**src/rtl/load_store_unit.sv**
```systemverilog
// load_store_unit
//   Multi-cycle load/store unit. It accepts one memory instruction at a time
//   from the datapath and stalls the PC while the access is outstanding. It
//   drives a valid/ack data-memory port with byte strobes and returns
//   sign/zero-extended load data to the register file.
//
// Parameters
//   XLEN     data/address width (32 or 64)
//   TIMEOUT  maximum cycles in REQ without mem_ack; 0 disables the timeout
//
// Ports
//   clk, rst_n                      clock, asynchronous active-low reset
//   req_valid/we/size/addr/wdata/rd request from the datapath
//   stall                           hold PC and instruction (combinational)
//   wb_valid/wb_rd/wb_data          load writeback (single-cycle pulse)
//   err_access                      misaligned/illegal-size request (comb)
//   err_timeout                     bus timeout pulse
//   mem_req/addr/be/wdata           registered memory request
//   mem_rdata/mem_ack               memory response
module load_store_unit #(
  parameter int XLEN    = 32,
  parameter int TIMEOUT = 16
) (
  input  logic              clk,
  input  logic              rst_n,
  input  logic              req_valid,
  input  logic              req_we,
  input  logic [2:0]        req_size,
  input  logic [XLEN-1:0]   req_addr,
  input  logic [XLEN-1:0]   req_wdata,
  input  logic [4:0]        req_rd,
  output logic              stall,
  output logic              wb_valid,
  output logic [4:0]        wb_rd,
  output logic [XLEN-1:0]   wb_data,
  output logic              err_access,
  output logic              err_timeout,
  output logic              mem_req,
  output logic [XLEN-1:0]   mem_addr,
  output logic [XLEN/8-1:0] mem_be,
  output logic [XLEN-1:0]   mem_wdata,
  input  logic [XLEN-1:0]   mem_rdata,
  input  logic              mem_ack
);

  localparam int NB   = XLEN / 8;
  localparam int OFFW = $clog2(NB);
  localparam int CW   = (TIMEOUT > 1) ? $clog2(TIMEOUT) : 1;
  localparam logic [CW-1:0] CNT_LAST = (TIMEOUT == 0) ? '0 : CW'(TIMEOUT - 1);

  typedef enum logic [1:0] {IDLE, REQ, RESP, TERR} state_t;

  state_t            state_reg, state_next;
  logic [CW-1:0]     cnt_reg;
  logic              we_reg;
  logic [2:0]        size_reg;
  logic [4:0]        rd_reg;
  logic [XLEN-1:0]   addr_reg, wdata_reg, wb_data_reg;
  logic [NB-1:0]     be_reg;

  logic              size_ok, align_ok, req_legal, accept;
  logic [NB-1:0]     size_mask, be_fmt;
  logic [XLEN-1:0]   wdata_fmt, rdata_sh, load_ext;

  // Request legality: size encoding and natural alignment.
  always_comb begin
    size_ok = (req_size != 3'b111);
    if (XLEN == 32 && (req_size == 3'b011 || req_size == 3'b110))
      size_ok = 1'b0;
    case (req_size[1:0])
      2'b00:   align_ok = 1'b1;
      2'b01:   align_ok = ~req_addr[0];
      2'b10:   align_ok = (req_addr[1:0] == 2'b00);
      default: align_ok = (req_addr[2:0] == 3'b000);
    endcase
    req_legal = size_ok && align_ok;
  end

  assign accept = (state_reg == IDLE) && req_valid && req_legal;

  // Byte strobes: size mask placed at the lane offset; loads strobe nothing.
  always_comb begin
    case (req_size[1:0])
      2'b00:   size_mask = NB'(8'h01);
      2'b01:   size_mask = NB'(8'h03);
      2'b10:   size_mask = NB'(8'h0F);
      default: size_mask = NB'(8'hFF);
    endcase
    be_fmt = req_we ? (size_mask << req_addr[OFFW-1:0]) : '0;
  end

  // Store data replicated so every lane that could be strobed sees it.
  for (genvar gi = 0; gi < NB; gi++) begin : g_lane
    assign wdata_fmt[8*gi +: 8] =
        (req_size[1:0] == 2'b00) ? req_wdata[7:0] :
        (req_size[1:0] == 2'b01) ? req_wdata[8*(gi % 2) +: 8] :
        (req_size[1:0] == 2'b10) ? req_wdata[8*(gi % 4) +: 8] :
                                   req_wdata[8*gi +: 8];
  end

  // Load data: bring the addressed lane down to bit 0, then extend.
  assign rdata_sh = mem_rdata >> {addr_reg[OFFW-1:0], 3'b000};

  always_comb begin
    case (size_reg)
      3'b000:  load_ext = XLEN'($signed(rdata_sh[7:0]));
      3'b001:  load_ext = XLEN'($signed(rdata_sh[15:0]));
      3'b010:  load_ext = XLEN'($signed(rdata_sh[31:0]));
      3'b100:  load_ext = XLEN'(rdata_sh[7:0]);
      3'b101:  load_ext = XLEN'(rdata_sh[15:0]);
      3'b110:  load_ext = XLEN'(rdata_sh[31:0]);
      default: load_ext = rdata_sh;
    endcase
  end

  // State register
  always_ff @(posedge clk or negedge rst_n) begin
    if (!rst_n) state_reg <= IDLE;
    else        state_reg <= state_next;
  end

  // Next-state logic
  always_comb begin
    state_next = state_reg;
    case (state_reg)
      IDLE: if (accept) state_next = REQ;
      REQ: begin
        if (mem_ack)
          state_next = we_reg ? IDLE : RESP;
        else if (TIMEOUT != 0 && cnt_reg == CNT_LAST)
          state_next = TERR;
      end
      default: state_next = IDLE;
    endcase
  end

  // Latched request, timeout counter and captured load data
  always_ff @(posedge clk or negedge rst_n) begin
    if (!rst_n) begin
      cnt_reg     <= '0;
      we_reg      <= 1'b0;
      size_reg    <= 3'b000;
      rd_reg      <= 5'd0;
      addr_reg    <= '0;
      be_reg      <= '0;
      wdata_reg   <= '0;
      wb_data_reg <= '0;
    end else if (accept) begin
      cnt_reg   <= '0;
      we_reg    <= req_we;
      size_reg  <= req_size;
      rd_reg    <= req_rd;
      addr_reg  <= req_addr;
      be_reg    <= be_fmt;
      wdata_reg <= wdata_fmt;
    end else if (state_reg == REQ) begin
      if (mem_ack) begin
        if (!we_reg) wb_data_reg <= load_ext;
      end else begin
        cnt_reg <= cnt_reg + 1'b1;
      end
    end
  end

  // Outputs. stall and err_access are forced low while reset is held so
  // the core sees every output at 0 even if it keeps req_valid asserted.
  always_comb begin
    mem_req     = (state_reg == REQ);
    wb_valid    = (state_reg == RESP);
    err_timeout = (state_reg == TERR);
    err_access  = rst_n && (state_reg == IDLE) && req_valid && !req_legal;
    stall       = 1'b0;
    if (rst_n) begin
      case (state_reg)
        IDLE:    stall = req_valid && req_legal;
        REQ:     stall = !(mem_ack && we_reg);
        default: stall = 1'b0;
      endcase
    end
  end

  assign mem_addr  = addr_reg;
  assign mem_be    = be_reg;
  assign mem_wdata = wdata_reg;
  assign wb_rd     = rd_reg;
  assign wb_data   = wb_data_reg;

endmodule

```
**config.mk**
```make
export PLATFORM = sky130hd
export DESIGN_NAME = load_store_unit
export DESIGN_NICKNAME = d
export VERILOG_FILES = /design/src/rtl/load_store_unit.sv
export SDC_FILE = /design/constraint.sdc
export NUM_CORES = 1
export LEC_CHECK = 0
export CAP_MARGIN = 10
export CELL_PAD_IN_SITES_DETAIL_PLACEMENT = 1
export CELL_PAD_IN_SITES_GLOBAL_PLACEMENT = 2
export CORE_UTILIZATION = 42
export DETAILED_ROUTE_END_ITERATION = 10
export DONT_BUFFER_PORTS = 1
export GPL_ROUTABILITY_DRIVEN = 0
export PLACE_DENSITY = 0.86
export SYNTH_ARGS = -nofsm -noshare
export SYNTH_HDL_FRONTEND = slang
export SYNTH_SLANG_ARGS = --single-unit
```
**constraint.sdc**
```tcl
create_clock -name clk -period 3.9 [get_ports clk]
set_clock_uncertainty 0.2 [all_clocks]
set_input_delay 0.195 -clock clk [delete_from_list [all_inputs] [get_ports clk]]
set_output_delay 0.195 -clock clk [all_outputs]
set_load 0.1 [all_outputs]
```
==> results of run 1 <==
==> layout by cell type (no fill, tap or decap), drive strengths merged, types with 2 or more instances in the layout <==
cell type and n:
a211oi 8, a21oi 27, and2 16, buf 8, bufinv 2, clkbuf 19, clkinv 7, clkinvlp 3
dfrtp 115, dlygate4sd3 106, inv 6, mux2 56, mux2i 39, nand2 34, nand2b 5, nor2 41
nor2b 9, nor3b 2, o21ai 39, o22a 17, xor2 2
==> layout make-up <==
type	count	area share, %
Antenna cell	1	0.0344
Clock buffer	18	5.91
Clock inverter	12	1.62
Inverter	6	0.310
Multi-Input combinational cell	311	33.1
Sequential cell	115	39.6
Tap cell	172	2.96
Timing Repair Buffer	115	16.4
==> cell usage after synthesis, types with 6 or more instances <==
library cell,instances
a211oi_1,8
a21oi_1,27
clkbuf_1,17
mux2i_1,39
o22a_1,17
and2_1,16
nand2_1,34
nor2_1,41
dfrtp_1,115
o21ai_0,39
mux2_2,9
nor2b_1,9
inv_1,6
mux2_4,47
buf_6,6
==> tightest hold or removal path, stage by stage <==
cell	delay, ps
a211oi_1	50
a21oi_1	160
mux2_2	180
==> cell families (layout without fill, tap and decap cells) <==
family	count (synthesis)	count (layout)	synth area share, %
flip-flops	115	115	52.8
AND/OR/NAND/NOR	112	112	9.53
AO/OA/AOI/OAI	99	99	11.2
multiplexers	96	96	22.4
buffers and inverters	36	151	3.35
XOR/XNOR	3	3	0.482
adder cells (fa/ha/maj)	1	1	0.229
other	0	1	0
==> per-layer routing <==
layer  GRT usage (%)  vias to the layer above  wire length (um)
met3            9.73                       25              1420
li1                -                     1827                 -
met5               0                        -                 0
met1            28.2                     2072              6410
met2            46.5                      167              8780
met4            7.95                        0               277
==> stage by stage <==
| step | utilization (%) | cell area (sq um) | worst slack, ps | instances |
|---|---|---|---|---|
| 6_report | 57.6 | 7270 | 755 | 750 |
| 5_1_grt | 57.6 | 7270 | 680 | 750 |
| 4_1_cts | 57.6 | 7260 | 764 | 749 |
| 3_5_place_dp | 44.4 | 5610 | 1290 | 611 |
| 3_3_place_gp | 44.4 | 5610 | 1350 | 611 |
| 2_1_floorplan | - | 5450 | 84.7 | 462 |
==> path summary, 6_finish.rpt <==
path | cells past startpoint | slack [ps] | to | startpoint
max in group asynchronous | 2 | 2800 | wb_data[23] | rst_n
min in group asynchronous | 2 | 160 | wb_data[11] | rst_n
hold reg to reg | 2 | 350 | we_reg | we_reg
setup reg to reg | 6 | 1020 | wb_data[8] | mem_addr[0]
hold / removal | 3 | 20 | wb_data[3] | mem_rdata[11]
setup / recovery | 7 | 760 | size_reg[1] | req_size[1]
==> repair_timing <==
item / 4_1_cts / 5_1_grt
gates resized for setup: 0 / 0
endpoints found under the hold margin: 224 / 0
hold buffers: 108 / 0
==> key figures, run 1 <==
Timing
  – RSZ-0062 raised after global routing: false
  – Slew Limit Fails: 0
  – Final TNS setup: 0 ps
  – Min cycle time layout: ~3100 ps
  – Final period util: between 80% and 90%
  – Hold Vio Cnt, Final: 0
  – Setup violators final: 0
  – Final hold slack: roughly 18 ps
  – Worst slew margin: between 20% and 30%
  – Tightest Pin Transition: around 1100 ps
  – Fmax: approximately 320 MHz

Min path
  – Hold Path Class: in -> reg

Route
  – Residual DRC: 0
  – 1st-iter DRT viols: roughly 190
  – Routed vias: ~4000
  – Final wirelength: 16900 um
  – Routed wire per std cell: approximately 23 um
  – Antenna viol nets, final: 0
  – DR pass1 iterations: 4
  – Vias per inst: between 5 and 6

Worst setup path
  – Max incr delay on CP: roughly 800 ps
  – Crit path max-delay family: buffers and inverters
  – Crit-path cells: dlygate4sd3_1 > buf_12 > a21o_1 > a2111o_2 > buf_12 > mux2_4 > dlygate4sd3_1
  – WS Path Type: in -> reg
  – CP max stage cell: a2111o_2
  – CP Data Required Time: 3980 ps
  – CP Max Fanout: between 80 and 90
  – CP Buf/Inv Count: 4
  – CP startpoint kind: primary input
  – Crit end category: flop
  – Critical Path AT: ~3200 ps

Clock tree
  – Clock Sinks: 115
  – Bufs on Longest Clock Path: 2
  – H-tree depth: 4
  – Setup bufs post-CTS: 0
  – CTS tree: built
  – Reg clk slew, reported paths: roughly 60 ps
  – Num CTS Buffers: 17
  – Clk_lat worst skew: approximately 400 ps
  – Root Driver: clkbuf_16

Global route
  – Antenna violations before repair: 2
  – Total gr overflow: 0
  – Number of global-route vias before repair: 4654
  – First-pass GRT wire length: ~26000 um
  – Largest net degree at the start of global routing: 116
  – GRT Total Usage: roughly a quarter

Place
  – PortBufs: 0
  – Post-DP HPWL: ~9700 um

Cells and area
  – Multi-input gate area: about 2400 sq um
  – Fin nets: between 600 and 700
  – Fillcell total: approximately 1300
  – Area grow syn2layout: 33.3%
  – Reg area: about 2900 sq um
  – Layout cells sized above 1: 18.0%

Synthesis
  – Number of distinct standard cells referenced by the synthesized netlist: 36
  – Avg Cell Area, Syn: roughly 12 sq um
  – Sequential-to-total area share from yosys stat: 52.8%
  – Cell Area, Synth: approximately 5500 sq um
  – Yosys top cell area share: between 50 and 60%
  – Post-synth EDFFs: 0
  – Mapped Cells: between 400 and 500
  – Post-synthesis register bit count: 115
  – Top_reg_cell synth: dfrtp_1
  – Mapped Nets: ~570
  – Ys Warns: 0
  – Post-synth ARST share: 100%
  – Largest cells by area after synthesis: dfrtp_1 (53%), mux2_4 (13%), mux2i_1 (7.2%)
  – Area leader, netlist: dfrtp_1

Die
  – Core outline area: between 10000 and 15000 sq um
  – Full die area: 13400 sq um
  – Site row count: slightly above 40
  – Vert. Die Dim: 116 um
  – Top Ports: roughly 220
  – Initial Utilization: a little over two fifths
  – Die X: ~120 um

Run status
  – Status: finished clean

Flow run
  – Max-Cap Viols: 0
Power of run 1 is not shown: default switching activity piles up to over one toggle a cycle in this logic, so the estimate is an artifact.
==> run 2, diff against run 1 <==
--- a/config.mk
+++ b/config.mk
@@ -5,14 +5,15 @@
 export SDC_FILE = /design/constraint.sdc
 export NUM_CORES = 1
 export LEC_CHECK = 0
+export ABC_AREA = 1
 export CAP_MARGIN = 10
 export CELL_PAD_IN_SITES_DETAIL_PLACEMENT = 1
 export CELL_PAD_IN_SITES_GLOBAL_PLACEMENT = 2
-export CORE_UTILIZATION = 42
+export CORE_UTILIZATION = 34
 export DETAILED_ROUTE_END_ITERATION = 10
 export DONT_BUFFER_PORTS = 1
 export GPL_ROUTABILITY_DRIVEN = 0
-export PLACE_DENSITY = 0.86
+export PLACE_DENSITY = 0.81
 export SYNTH_ARGS = -nofsm -noshare
 export SYNTH_HDL_FRONTEND = slang
 export SYNTH_SLANG_ARGS = --single-unit
==> constraint.sdc (replaced) <==
create_clock -name clk -period 2.92 [get_ports clk]
set_clock_uncertainty 0.2 [all_clocks]
set_input_delay 0.146 -clock clk [delete_from_list [all_inputs] [get_ports clk]]
set_output_delay 0.146 -clock clk [all_outputs]
set_load 0.1 [all_outputs]
==> run 2 against run 1 <==
  * The flow now finishes with violations (negative hold slack)
  * Routed wire length rose by 22%
  * Via count rose by 40%
  * Sequential share of layout area fell by 3.6 points
  * Critical path depth rose by 1
  * Cell count rose by 54%
  * Design area rose by 9.9%
  * Area after synthesis rose by 4.0%
  * Flip-flop and latch count did not move
  * Global-route usage fell by 0.72 points
  * Register-to-register slack got worse by 900 ps
  * Synthesized cell count rose by 67%
  * Highest routed layer unchanged
==> key figures, run 2 <==
Timing
  – Final hold slack: -775 ps (was 18.4 ps)
  – Hold Vio Cnt, Final: 115 (was 0)
  – Final period util: between 90 and 100%
  – Tightest Pin Transition: 955 ps (was 1060 ps)
  – Final TNS setup: 0 ps (unchanged)
  – Worst slew margin: 36.3% (was 28.9%)
  – Fmax: between 300 and 400 MHz
  – Slew Limit Fails: 0 (unchanged)
  – Min cycle time layout: between 2000 and 3000 ps
  – RSZ-0062 raised after global routing: false (unchanged)
  – Setup violators final: 0 (unchanged)

Synthesis
  – Yosys top cell area share: 50.8% (was 52.8%)
  – Most numerous cell in the Yosys netlist: nand2_1 (was dfrtp_1)
  – Post-synth ARST share: 100% (unchanged)
  – Number of distinct standard cells referenced by the synthesized netlist: 26 (was 36)
  – Top_reg_cell synth: dfrtp_1 (unchanged)
  – Mapped Nets: 883 (was 572)
  – Synth cell count leaders: nand2_1 (414), dfrtp_1 (115), nand3_1 (59) (was dfrtp_1 (115), mux2_4 (47), nor2_1 (41))
  – Largest cells by area after synthesis: dfrtp_1 (51%), nand2_1 (27%), nand3_1 (5.2%) (was dfrtp_1 (53%), mux2_4 (13%), mux2i_1 (7.2%))
  – Area leader, netlist: dfrtp_1 (unchanged)
  – Avg Cell Area, Syn: 7.33 sq um (was 11.8 sq um)
  – Mapped Cells: 773 (was 462)
  – Post-synthesis register bit count: 115 (unchanged)
  – Ys Warns: 0 (unchanged)
  – Sequential-to-total area share from yosys stat: 50.8% (was 52.8%)
  – Post-synth EDFFs: 0 (unchanged)
  – Cell Area, Synth: 5670 sq um (was 5450 sq um)

Clock tree
  – Clk_lat worst skew: 410 ps (was 400 ps)
  – CTS Hold Bufs: 137 (was 108)
  – H-tree depth: 4 (unchanged)
  – Reg clk slew, reported paths: 60 ps (about the same)
  – Clock Sinks: 115 (unchanged)
  – Bufs on Longest Clock Path: 2 (unchanged)
  – Num CTS Buffers: 17 (unchanged)
  – Root Driver: clkbuf_16 (unchanged)
  – CTS tree: built (unchanged)

Die
  – Site row count: 46 (was 41)
  – Top Ports: 219 (unchanged)
  – Full die area: 17200 sq um (was 13400 sq um)
  – Core outline area: 16100 sq um (was 12600 sq um)
  – Die X: 131 um (was 116 um)
  – Initial Utilization: 35.3% (was 43.2%)
  – Vert. Die Dim: 131 um (was 116 um)

Global route
  – GRT Total Usage: 25.2% (was 25.9%)
  – Number of global-route vias before repair: 6411 (was 4654)
  – Total gr overflow: 0 (unchanged)
  – First-pass GRT wire length: 33800 um (was 25800 um)
  – Largest net degree at the start of global routing: 118 (was 116)
  – Antenna violations before repair: 1 (was 2)

Cells and area
  – Area grow syn2layout: 40.9% (was 33.3%)
  – Layout cells sized above 1: 11.1% (was 18.0%)
  – Commonest non-fill, non-tap cells in the layout: nand2_1 (414), dlygate4sd3_1 (136), dfrtp_1 (114) (was dfrtp_1 (113), dlygate4sd3_1 (106), mux2_4 (47))
  – Fillcell total: 1954 (was 1283)
  – Fin nets: 1035 (was 676)
  – Most common cell after layout, fill and taps aside: nand2_1 (was dfrtp_1)

Worst setup path
  – Max incr delay on CP: 610 ps (was 800 ps)
  – Worst setup startpoint: mem_addr[0] (was req_size[1])
  – CP Max Fanout: 26 (was 87)
  – CP max stage cell: dfrtp_4 (was a2111o_2)
  – CP Data Required Time: 3070 ps (was 3980 ps)
  – WS Path Type: reg -> reg (was in -> reg)
  – Crit-path cells: inv_2 > buf_6 > nand2_1 > nand3_1 > dlygate4sd3_1 > o211ai_1 > dlygate4sd3_1 > nand2_1 (was dlygate4sd3_1 > buf_12 > a21o_1 > a2111o_2 > buf_12 > mux2_4 > dlygate4sd3_1)
  – CP startpoint kind: flop (was primary input)
  – Worst R2R Start: mem_addr[0] (unchanged)
  – Critical Path AT: 2940 ps (was 3230 ps)
  – Crit end category: flop (unchanged)

Min path
  – Hold Path Class: in -> async (was in -> reg)

Route
  – Final wirelength: 20700 um (was 16900 um)
  – DR pass1 iterations: 4 (unchanged)
  – Antenna viol nets, final: 0 (unchanged)
  – Routed wire per std cell: 17.9 um (was 22.5 um)
  – Vias per inst: 4.96 (was 5.45)
  – 1st-iter DRT viols: 240 (was 189)
  – Residual DRC: 0 (unchanged)
  – Routed vias: 5725 (was 4091)

Place
  – Post-DP HPWL: 12700 um (was 9750 um)
  – PortBufs: 0 (unchanged)

Run status
  – Failing checks: negative hold slack
  – Status: finished, violations left (was finished clean)

Flow run
  – Max-Cap Viols: 0 (unchanged)
## run 2: cell types whose count changed after synthesis, sizes merged, moves of 16 or more
cell	delta
a21oi	-19
and2	-16
buf	+19
inv	+35
mux2	-56
mux2i	-39
nand2	+383
nand3	+62
o21ai	-26
o22a	-17
or2	+23
## run 2: final timing paths
kind                            depth (start not counted)  slack, ps            end
worst max-delay path                                    8        120     wb_data[0]
worst min-delay path                                    0       -770     wb_data[4]
worst max register to register                          8        120     wb_data[0]
worst min register to register                          2        290  mem_wdata[20]
max in group asynchronous                               0       3050    wb_data[30]
min in group clk                                        5        160     wb_data[1]
## run 2: routing by layer
layer	vias to the layer above	global-route usage, %	share of wire, %
li1	2677	-	-
met1	2792	27.3	39
met2	204	45.0	51
met3	52	7.95	6.6
met4	0	10.3	2.8
met5	-	0	0
## run 2: kinds of logic (layout without fill, tap and decap cells)
group	count (synthesis)	in the layout	share of synthesized area, %
buffers and inverters	80	245	6.42
adders and majority gates	1	1	0.221
other	0	1	0
xor gates and xnor gates	1	1	0.155
and+or+nand+nor	546	546	39.4
AOI/OAI and AO/OA	30	30	3.05
DFF	115	115	50.8
## run 2: area by class of cell
cell class	instances	area, sq um	share of cell area (%)
Clock inverter	14	133	1.66
Clock buffer	18	439	5.50
Sequential cell	115	2880	36.1
Tap cell	216	270	3.39
Timing Repair Buffer	171	1660	20.8
Antenna cell	1	2.50	0.0313
Inverter	42	158	1.97
Multi-Input combinational cell	578	2440	30.6
## run 2: per-stage QoR
stage / cells / hold WS [ps] / cell area (sq um) / setup slack, ps / util [%]
after floorplan: 773 / -350 / 5670 / 559 / -
after CTS: 1154 / -795 / 7970 / 11.7 / 49.6
final: 1155 / -775 / 7980 / 125 / 49.7
after global placement: 985 / -343 / 6030 / 833 / 37.5
after global routing: 1155 / -802 / 7980 / 4.45 / 49.7
after detailed placement: 985 / -343 / 6030 / 731 / 37.5
## run 2: critical path: cells and delay by family, from the launching register on
kind | cells | cell delay (ps)
compound gates | 1 | 90
buf+inv | 4 | 1580
flops | 1 | 610
simple gates | 3 | 230
## run 2: what timing repair did
action | CTS | global route
resized for setup | 0 | 3
setup buffers | 0 | 0
endpoints found under the setup margin | 0 | 9
endpoints found under the hold margin | 230 | 115
Power of run 2 is left out for the same reason.
==> run 3, diff against run 2 <==
--- a/config.mk
+++ b/config.mk
@@ -13,7 +13,8 @@
 export DETAILED_ROUTE_END_ITERATION = 10
 export DONT_BUFFER_PORTS = 1
 export GPL_ROUTABILITY_DRIVEN = 0
-export PLACE_DENSITY = 0.81
+export PLACE_DENSITY_LB_ADDON = 0.05
+export REMOVE_ABC_BUFFERS = 1
 export SYNTH_ARGS = -nofsm -noshare
 export SYNTH_HDL_FRONTEND = slang
 export SYNTH_SLANG_ARGS = --single-unit
==> run 3 against run 2 <==
  * The run still ends with negative hold slack left
  * Worst hold slack improved by 7.2 ps
  * Non-clock buffer count shrank 6
  * Critical path depth decreased by 1
  * Core utilization increased by 0.26 points
  * Die area stayed put
  * Routed wire length shrank 3.0%
  * Design area up 0.52%
  * Sequential share of layout area fell by 0.22 points
  * Critical path type unchanged
  * Critical endpoint unchanged
==> key figures, run 3 (synthesis results as in run 2) <==
Run status
  – Status: finished, violations left (unchanged)
  – Failing checks: negative hold slack (unchanged)

Die
  – Core outline area: 16100 sq um (unchanged)
  – Vert. Die Dim: 131 um (unchanged)
  – Site row count: 46 (unchanged)
  – Full die area: 17200 sq um (unchanged)
  – Top Ports: 219 (unchanged)
  – Die X: 131 um (unchanged)
  – Initial Utilization: 35.3% (unchanged)

Timing
  – Tightest Pin Transition: 959 ps (was 955 ps)
  – Setup violators final: 0 (unchanged)
  – Final worst slack: 71.7 ps (was 125 ps)
  – Worst slew margin: 36.1% (was 36.3%)
  – Final hold slack: -768 ps (was -775 ps)
  – Final period util: 97.5% (was 95.7%)
  – Hold Vio Cnt, Final: 115 (unchanged)
  – Slew Limit Fails: 0 (unchanged)
  – Min cycle time layout: 2850 ps (was 2800 ps)
  – RSZ-0062 raised after global routing: false (unchanged)
  – Fmax: 351 MHz (was 358 MHz)

Global route
  – GRT Total Usage: 24.3% (was 25.2%)
  – Total gr overflow: 0 (unchanged)
  – Antenna violations before repair: 0 (was 1)
  – Number of global-route vias before repair: 6276 (was 6411)
  – First-pass GRT wire length: 32900 um (was 33800 um)
  – Largest net degree at the start of global routing: 118 (unchanged)

Clock tree
  – CTS tree: built (unchanged)
  – H-tree depth: 4 (unchanged)
  – Clock Sinks: 115 (unchanged)
  – Bufs on Longest Clock Path: 2 (unchanged)
  – Root Driver: clkbuf_16 (unchanged)
  – Setup bufs post-CTS: 0 (unchanged)
  – CTS Hold Bufs: 141 (was 137)
  – Num CTS Buffers: 17 (unchanged)
  – Clk_lat worst skew: 410 ps (about the same)
  – Reg clk slew, reported paths: 50 ps (was 60 ps)

Place
  – PortBufs: 0 (unchanged)
  – Post-DP HPWL: 12000 um (was 12700 um)
  – Post-place setup slack: 722 ps (was 731 ps)

Worst setup path
  – CP startpoint kind: flop (unchanged)
  – Critical Path AT: 2990 ps (was 2940 ps)
  – Crit end category: flop (unchanged)
  – Crit-path cells: buf_4 > nand2_1 > nand3_1 > dlygate4sd3_1 > o211ai_1 > dlygate4sd3_1 > nand2_1 (was inv_2 > buf_6 > nand2_1 > nand3_1 > dlygate4sd3_1 > o211ai_1 > dlygate4sd3_1 > nand2_1)
  – Crit path max-delay family: buffers and inverters (unchanged)
  – CP Buf/Inv Count: 3 (was 4)
  – CP Data Required Time: 3060 ps (was 3070 ps)
  – WS Path Type: reg -> reg (unchanged)
  – CP Max Fanout: 17 (was 26)
  – Max incr delay on CP: 590 ps (was 610 ps)
  – CP max stage cell: dfrtp_2 (was dfrtp_4)

Min path
  – Hold Path Class: in -> async (unchanged)

Route
  – 1st-iter DRT viols: 210 (was 240)
  – Residual DRC: 0 (unchanged)
  – DR pass1 iterations: 4 (unchanged)
  – Vias per inst: 4.89 (was 4.96)
  – Routed wire per std cell: 17.5 um (was 17.9 um)
  – Final wirelength: 20000 um (was 20700 um)
  – Routed vias: 5614 (was 5725)
  – Antenna viol nets, final: 0 (unchanged)

Cells and area
  – ANT cells: 0 (was 1)
  – Layout cells sized above 1: 9.99% (was 11.1%)
  – Commonest non-fill, non-tap cells in the layout: nand2_1 (414), dlygate4sd3_1 (140), dfrtp_1 (114) (was nand2_1 (414), dlygate4sd3_1 (136), dfrtp_1 (114))
  – Fillcell total: 1937 (was 1954)
  – Fin nets: 1029 (was 1035)
  – Most common cell after layout, fill and taps aside: nand2_1 (unchanged)
  – Area grow syn2layout: 41.6% (was 40.9%)

Flow run
  – Max-Cap Viols: 0 (unchanged)
## run 3: area by class of cell
class,instances,area [sq um],area share [%]
clock buffers,22,484,6.03
clock inverters,9,175,2.18
inverters,42,160,2.00
multi-input cells,578,2440,30.4
flip-flops and latches,115,2880,35.9
well taps,216,270,3.37
repair buffers,165,1610,20.1
## run 3: per-layer routing
| layer | wire, um | up-vias | GRT usage, % |
|---|---|---|---|
| met1 | 8470 | 2758 | 28.3 |
| met4 | 362 | 0 | 8.17 |
| met5 | 0 | - | 0 |
| li1 | - | 2656 | - |
| met3 | 1380 | 29 | 7.56 |
| met2 | 9820 | 171 | 42.0 |
## run 3: final timing paths
kind	start	end	slack, ps	depth (start not counted)
min reg2reg	mem_addr[24]	mem_addr[24]	280	2
min in group clk	req_size[1]	we_reg	90	3
min	rst_n	mem_be[3]	-770	0
max reg2reg	mem_addr[0]	wb_data[0]	70	7
max	mem_addr[0]	wb_data[0]	70	7
max in group asynchronous	rst_n	mem_wdata[3]	3130	0
## run 3: stage by stage
stage	instance area [sq um]	std cells	TNS (ps)	utilization (%)
floorplan	5460	735	-6310	-
global placement	5940	975	0	37.0
detailed placement	5940	975	0	37.0
CTS	8020	1147	0	50.0
global route	8030	1147	0	50.0
finish	8030	1147	0	50.0
## run 3: timing repair
item                       CTS  global route
gates resized for setup      0             2
setup endpoints to repair    0             5
hold endpoints to repair   230           115
Power of run 3 is left out for the same reason.
